==> src/rtl/pulse_sched_pkg.sv <==
// -----------------------------------------------------------------------------
// pulse_sched_pkg
//   Shared definitions for the pulse scheduler:
//     state_t     - FSM state encoding (IDLE / PULSE / GAP)
//     NREQ_FIXED  - number of requesters supported by this revision
//     CW_DEFAULT  - default width of each requester's pulse-length field
//     onehot_idx  - requester index -> one-hot grant vector
// -----------------------------------------------------------------------------
package pulse_sched_pkg;

    typedef enum logic [1:0] {
        ST_IDLE  = 2'b00,
        ST_PULSE = 2'b01,
        ST_GAP   = 2'b10
    } state_t;

    localparam int NREQ_FIXED = 4;
    localparam int CW_DEFAULT = 2;

    function automatic logic [NREQ_FIXED-1:0] onehot_idx(input logic [1:0] idx);
        return NREQ_FIXED'(1) << idx;
    endfunction

endpackage

==> src/rtl/pulse_sched_rr_arb4.sv <==
// -----------------------------------------------------------------------------
// rr_arb4
//   Purely combinational 4-way round-robin arbiter. The requester after ptr
//   has highest priority and ptr itself the lowest.
//   Ports:
//     req [3:0]  request vector
//     ptr [1:0]  index of the previous winner
//     any        at least one request present
//     win [1:0]  selected requester (equals ptr when any=0)
// -----------------------------------------------------------------------------
module rr_arb4 (
    input  logic [3:0] req,
    input  logic [1:0] ptr,
    output logic       any,
    output logic [1:0] win
);

    logic [1:0] cand;

    always_comb begin
        any  = 1'b0;
        win  = ptr;
        cand = ptr;
        // Scan ptr+1, ptr+2, ptr+3, ptr; 2-bit wrap gives the mod-4 rotation.
        for (int k = 1; k <= 4; k++) begin
            cand = ptr + 2'(k);
            if (!any && req[cand]) begin
                any = 1'b1;
                win = cand;
            end
        end
    end

endmodule

==> src/rtl/pulse_sched.sv <==
// -----------------------------------------------------------------------------
// pulse_sched
//   Round-robin scheduler driving one shared stretched pulse. A granted
//   requester gets pout high for len+1 cycles, followed by a one-cycle gap.
//
//   state | meaning
//   ------+-----------------------------------------------------------------
//   IDLE  | no pulse, no request seen
//   PULSE | pout high, cnt counting up towards the latched length Lq
//   GAP   | single low cycle after a pulse, done=1; may grant immediately
//
//   Ports:
//     clk    clock, rising edge
//     rst    asynchronous active-low reset
//     req    level requests, one per requester
//     len    packed per-requester lengths, requester i at [i*CW +: CW]
//     kill   abort the pulse in progress (PULSE only)
//     gnt    one-hot single-cycle grant
//     pout   shared stretched pulse
//     owner  current grant holder, valid while busy
//     busy   state is PULSE
//     done   one cycle after any pulse ends
// -----------------------------------------------------------------------------
module pulse_sched
    import pulse_sched_pkg::*;
#(
    parameter int NREQ = NREQ_FIXED,
    parameter int CW   = CW_DEFAULT
) (
    input  logic               clk,
    input  logic               rst,
    input  logic [NREQ-1:0]    req,
    input  logic [NREQ*CW-1:0] len,
    input  logic               kill,
    output logic [NREQ-1:0]    gnt,
    output logic               pout,
    output logic [1:0]         owner,
    output logic               busy,
    output logic               done
);

    state_t          state_q;
    logic [NREQ-1:0] gnt_q;
    logic            pout_q;
    logic [1:0]      owner_q;
    logic            done_q;
    logic [CW-1:0]   cnt_q;
    logic [CW-1:0]   lq_q;
    logic [1:0]      ptr_q;

    logic            arb_any;
    logic [1:0]      arb_win;
    logic [CW-1:0]   len_arr [NREQ];
    logic [CW-1:0]   len_sel;
    logic [CW-1:0]   cnt_d;
    logic            pulse_end;

    rr_arb4 u_arb (
        .req (req),
        .ptr (ptr_q),
        .any (arb_any),
        .win (arb_win)
    );

    for (genvar gi = 0; gi < NREQ; gi++) begin : g_len
        assign len_arr[gi] = len[gi*CW +: CW];
    end

    assign len_sel = len_arr[arb_win];
    assign cnt_d   = cnt_q + CW'(1);

    // A kill that lands on the final cycle is indistinguishable from a
    // normal end, so both fold into one exit condition.
    assign pulse_end = (cnt_q == lq_q) || kill;

    always_ff @(posedge clk or negedge rst) begin
        if (!rst) begin
            state_q <= ST_IDLE;
            gnt_q   <= '0;
            pout_q  <= 1'b0;
            owner_q <= 2'd0;
            done_q  <= 1'b0;
            cnt_q   <= '0;
            lq_q    <= '0;
            ptr_q   <= 2'd3;
        end else begin
            gnt_q  <= '0;
            done_q <= 1'b0;
            case (state_q)
                ST_IDLE, ST_GAP: begin
                    if (arb_any) begin
                        state_q <= ST_PULSE;
                        gnt_q   <= NREQ'(onehot_idx(arb_win));
                        pout_q  <= 1'b1;
                        owner_q <= arb_win;
                        cnt_q   <= '0;
                        lq_q    <= len_sel;
                        ptr_q   <= arb_win;
                    end else begin
                        state_q <= ST_IDLE;
                        pout_q  <= 1'b0;
                    end
                end
                ST_PULSE: begin
                    if (pulse_end) begin
                        state_q <= ST_GAP;
                        pout_q  <= 1'b0;
                        done_q  <= 1'b1;
                    end else begin
                        cnt_q   <= cnt_d;
                    end
                end
                default: begin
                    state_q <= ST_IDLE;
                    pout_q  <= 1'b0;
                end
            endcase
        end
    end

    assign gnt   = gnt_q;
    assign pout  = pout_q;
    assign owner = owner_q;
    assign busy  = (state_q == ST_PULSE);
    assign done  = done_q;

endmodule

==> config.mk <==
export PLATFORM = sky130hd
export DESIGN_NAME = pulse_sched
export DESIGN_NICKNAME = d
export VERILOG_FILES = /design/src/rtl/pulse_sched_pkg.sv /design/src/rtl/pulse_sched_rr_arb4.sv /design/src/rtl/pulse_sched.sv
export SDC_FILE = /design/constraint.sdc
export NUM_CORES = 1
export LEC_CHECK = 0
export BUFFER_PORTS_ARGS = -buffer_cell sky130_fd_sc_hd__buf_2
export CORE_UTILIZATION = 26
export DETAILED_ROUTE_END_ITERATION = 8
export GPL_TIMING_DRIVEN = 0
export SLEW_MARGIN = 30
export SYNTH_ARGS = -nofsm -noshare
export SYNTH_HDL_FRONTEND = slang
export SYNTH_SLANG_ARGS = --single-unit
export TNS_END_PERCENT = 30
==> constraint.sdc <==
create_clock -name clk -period 1.4 [get_ports clk]
set_input_delay 0.14 -clock clk [delete_from_list [all_inputs] [get_ports clk]]
set_output_delay 0.14 -clock clk [all_outputs]
set_load 0.01 [all_outputs]
==> summary.md <==
| Metric | Value |
|---|---|
| Status | `finished with violations` |
| Failing checks | `setup timing` |
| Clock latency on the worst-skew pair | `280 ps` |
| Die area | `0.00317 mm²` |
| Synth-to-Final Area Change | `31.2%` |
| Worst-Margin Slew | `526 ps` |
| Crit-path max FO | `6` |
| Final min period | `1540 ps` |
| Row count | `19` |
| Largest net degree at the start of global routing | `17` |
| Count of different cell masters after synthesis | `24` |
| CP Class | `flip-flop to flip-flop` |
| RSZ-0062 raised after global routing | `yes` |
| Max IR drop VDD | `0.879 mV` |
| Clock Skew | `7.97 ps` |
| Final Max Tran Viols | `0` |
| Startpoint types | `flip-flop` |
| Levels on crit path | `4` |
| Final RePlAce weighted congestion | `0.681` |
| CTS HTree Levels | `1` |
| Vias after detailed routing | `623` |
| Share of layout cells above drive strength 1 | `43.8%` |
| Clk sinks | `16` |
| Period utilisation layout | `110%` |
| I/O pin total | `24` |
| Relative slew slack | `64.9%` |
| Drt first pass iters | `4` |
| Filler instances | `288` |
| Worst path top cell family by delay | `compound AO/OA/AOI/OAI gates` |
| Final hold violations | `0` |
| Worst path bufs/invs | `0` |
| Total power draw | `2.17 mW` |
| Synth Cell Area | `766 µm²` |
| Type of the most critical hold path | `primary input to flip-flop` |
| Area of the core | `0.00278 mm²` |
| Crit Reg-Reg Endpoint | `lq_q[0]$_DFFE_PN0P_` |
| CTS buffer count | `3` |
| # DRC | `0` |
| Most frequent cells in the layout | `buf_2 (23), dfrtp_1 (14), nor2_1 (11)` |
| Die H | `56.3 µm` |
| Vias in the first global route | `612` |
| Final nets | `122` |
| Starting density of the core | `27.5%` |
| DP HPWL | `1.15 mm` |
| Root buffer cell | `clkbuf_4` |
| Ys Warns | `0` |
| Worst Setup EP | `lq_q[0]$_DFFE_PN0P_` |
| WP data arrival | `1690 ps` |
| Final Util | `36.1%` |
| Max Cap Viol | `0` |
| Register area share after synthesis | `52.6%` |
| PD cells | `2160 mW/mm²` |
| Total grt overflow | `0` |
| CP Launch Point | `ptr_q[0]$_DFFE_PN1P_` |
| CP max-delay cell | `dfstp_2` |
| Diode count | `0` |
| Post-synth top area share | `45.8%` |
| Setup ws final | `-143 ps` |
| Net Count, Synth | `89` |
| Clock buffer depth | `2` |
| Syn Inst Count | `74` |
| First-pass GRT wire length | `2.73 mm` |
| Die Span X | `56.3 µm` |
| P_leak | `0.502 nW` |
| Max frequency | `648 MHz` |
| Initial antenna violation count | `0` |
| Starting DRT DRC Count | `18` |
| Most area-consuming cells after synthesis | `dfrtp_1 (46%), mux2i_1 (7.8%), dfstp_2 (6.9%)` |
| Final wirelength | `1.64 mm` |
| Routed length per instance | `12.1 µm` |
| Port Buf Inserts | `23` |
| CTS clk-pin slew, worst paths | `90 ps` |
| Slowest stage delay, CP | `590 ps` |
| Most common cell after layout, fill and taps aside | `buf_2` |
| Antenna-violating nets left | `0` |
| Origin of the critical flop-to-flop path | `ptr_q[0]$_DFFE_PN1P_` |
| CTS tree | `done` |
| Reg-to-reg slack, setup | `-140 ps` |
| Vias/cell | `4.58` |
| # setup viols final | `5` |
| Post-synth top area cell | `dfrtp_1` |
| Gr usage total | `11.1%` |
| Layout Cells excl Fill | `136` |
| CP Data Required Time | `1550 ps` |
| Crit path cell chain | `a22oi_1 > o21ai_4 > mux2i_1 > o221ai_1` |
| Post-Place Cells | `128` |
| Pre-CTS setup slack | `-205 ps` |
| Worst reg2reg path depth | `4` |
| Synth Register Bits | `16` |
| Syn Area/Cell | `10.3 µm²` |
| CP Capture Type | `flip-flop` |
[state kept, by name, indices dropped and copies added (netlist names)]
register,flops
cnt_q,2
done,1
gnt,4
lq_q,2
owner,2
pout,1
ptr_q,2
state_q,2
[timing repair]
action / CTS / global route
pin swaps: 2 / 6
gates cloned: 1 / 0
hold endpoints to repair: 14 / 0
setup buffers: 2 / 3
endpoints found under the setup margin: 10 / 10
gates resized for setup: 1 / 6
hold buffers: 1 / 0
[how the worst min path moves through the flow]
stage | startpoint | end | slack [ps] | depth (start not counted)
final | kill | state_q[1]$_DFFE_PN0P_ | 110 | 3
after global routing | kill | state_q[1]$_DFFE_PN0P_ | 110 | 3
after floorplan | rst | cnt_q[0]$_DFFE_PN0P_ | -160 | 0
after CTS | kill | state_q[1]$_DFFE_PN0P_ | 100 | 3
after global placement | rst | owner[1]$_DFFE_PN0P_ | 70 | 1
after detailed placement | rst | owner[1]$_DFFE_PN0P_ | 70 | 1
[metal layers]
layer,vias up,share of wire (%),global-route usage [%]
li1,315,-,-
met5,-,0,0
met2,18,46,17.0
met3,0,4.6,2.07
met1,290,50,15.1
met4,0,0,5.23
[area by class of cell]
cell class | instances | area (µm²) | share of cell area, %
repair buffers | 28 | 155 | 15.4
inverters | 4 | 15.0 | 1.49
multi-input cells | 54 | 370 | 36.9
flip-flops and latches | 16 | 403 | 40.1
clock buffers | 3 | 22.5 | 2.24
well taps | 31 | 38.8 | 3.86
[cells by family (layout without fill, tap and decap cells)]
family	Yosys count	in the layout	synth area share [%]
buffers and inverters	5	35	3.43
XOR/XNOR	2	2	2.29
flip-flops	16	16	52.6
multiplexers	6	6	7.84
AO/OA/AOI/OAI	16	17	16.2
AND/OR/NAND/NOR	29	29	17.6
[Yosys cell counts]
| master | number |
|---|---|
| nand2b_1 | 2 |
| o21ai_4 | 1 |
| a211o_2 | 1 |
| xnor2_1 | 2 |
| nor2_1 | 12 |
| nand2_1 | 10 |
| or2_0 | 1 |
| o22ai_1 | 1 |
| a22oi_1 | 1 |
| inv_1 | 4 |
| a21oi_2 | 2 |
| a211oi_1 | 1 |
| dfrtp_1 | 14 |
| nor2b_1 | 1 |
| dfstp_2 | 2 |
| o221ai_1 | 2 |
| nor3b_2 | 1 |
| and3_2 | 2 |
| buf_6 | 1 |
| mux2i_1 | 6 |
| a21oi_1 | 3 |
| o21a_1 | 1 |
| a21o_2 | 1 |
| o21ai_1 | 2 |
[worst register-to-register path, delay by kind of cell (launching register included)]
family / cells / cell delay (ps)
compound gates: 3 / 590
flops: 1 / 590
mux: 1 / 230
[where the power goes]
group          switching (mW)  internal (mW)  total [mW]  leakage [nW]
logic                   0.591          0.510        1.10         0.288
clock network           0.137         0.0998       0.236        0.0138
registers               0.138          0.692       0.831         0.199
[stage by stage]
step           TNS (ps)  hold slack (ps)  cell area [µm²]
2_1_floorplan      -130             -156              766
3_3_place_gp       -345             70.7              920
6_report           -472              109             1000
3_5_place_dp       -536             73.1              920
5_1_grt           -1040              110             1000
4_1_cts            -483              105              968
No activity file was read; power rests on OpenSTA's default activity.
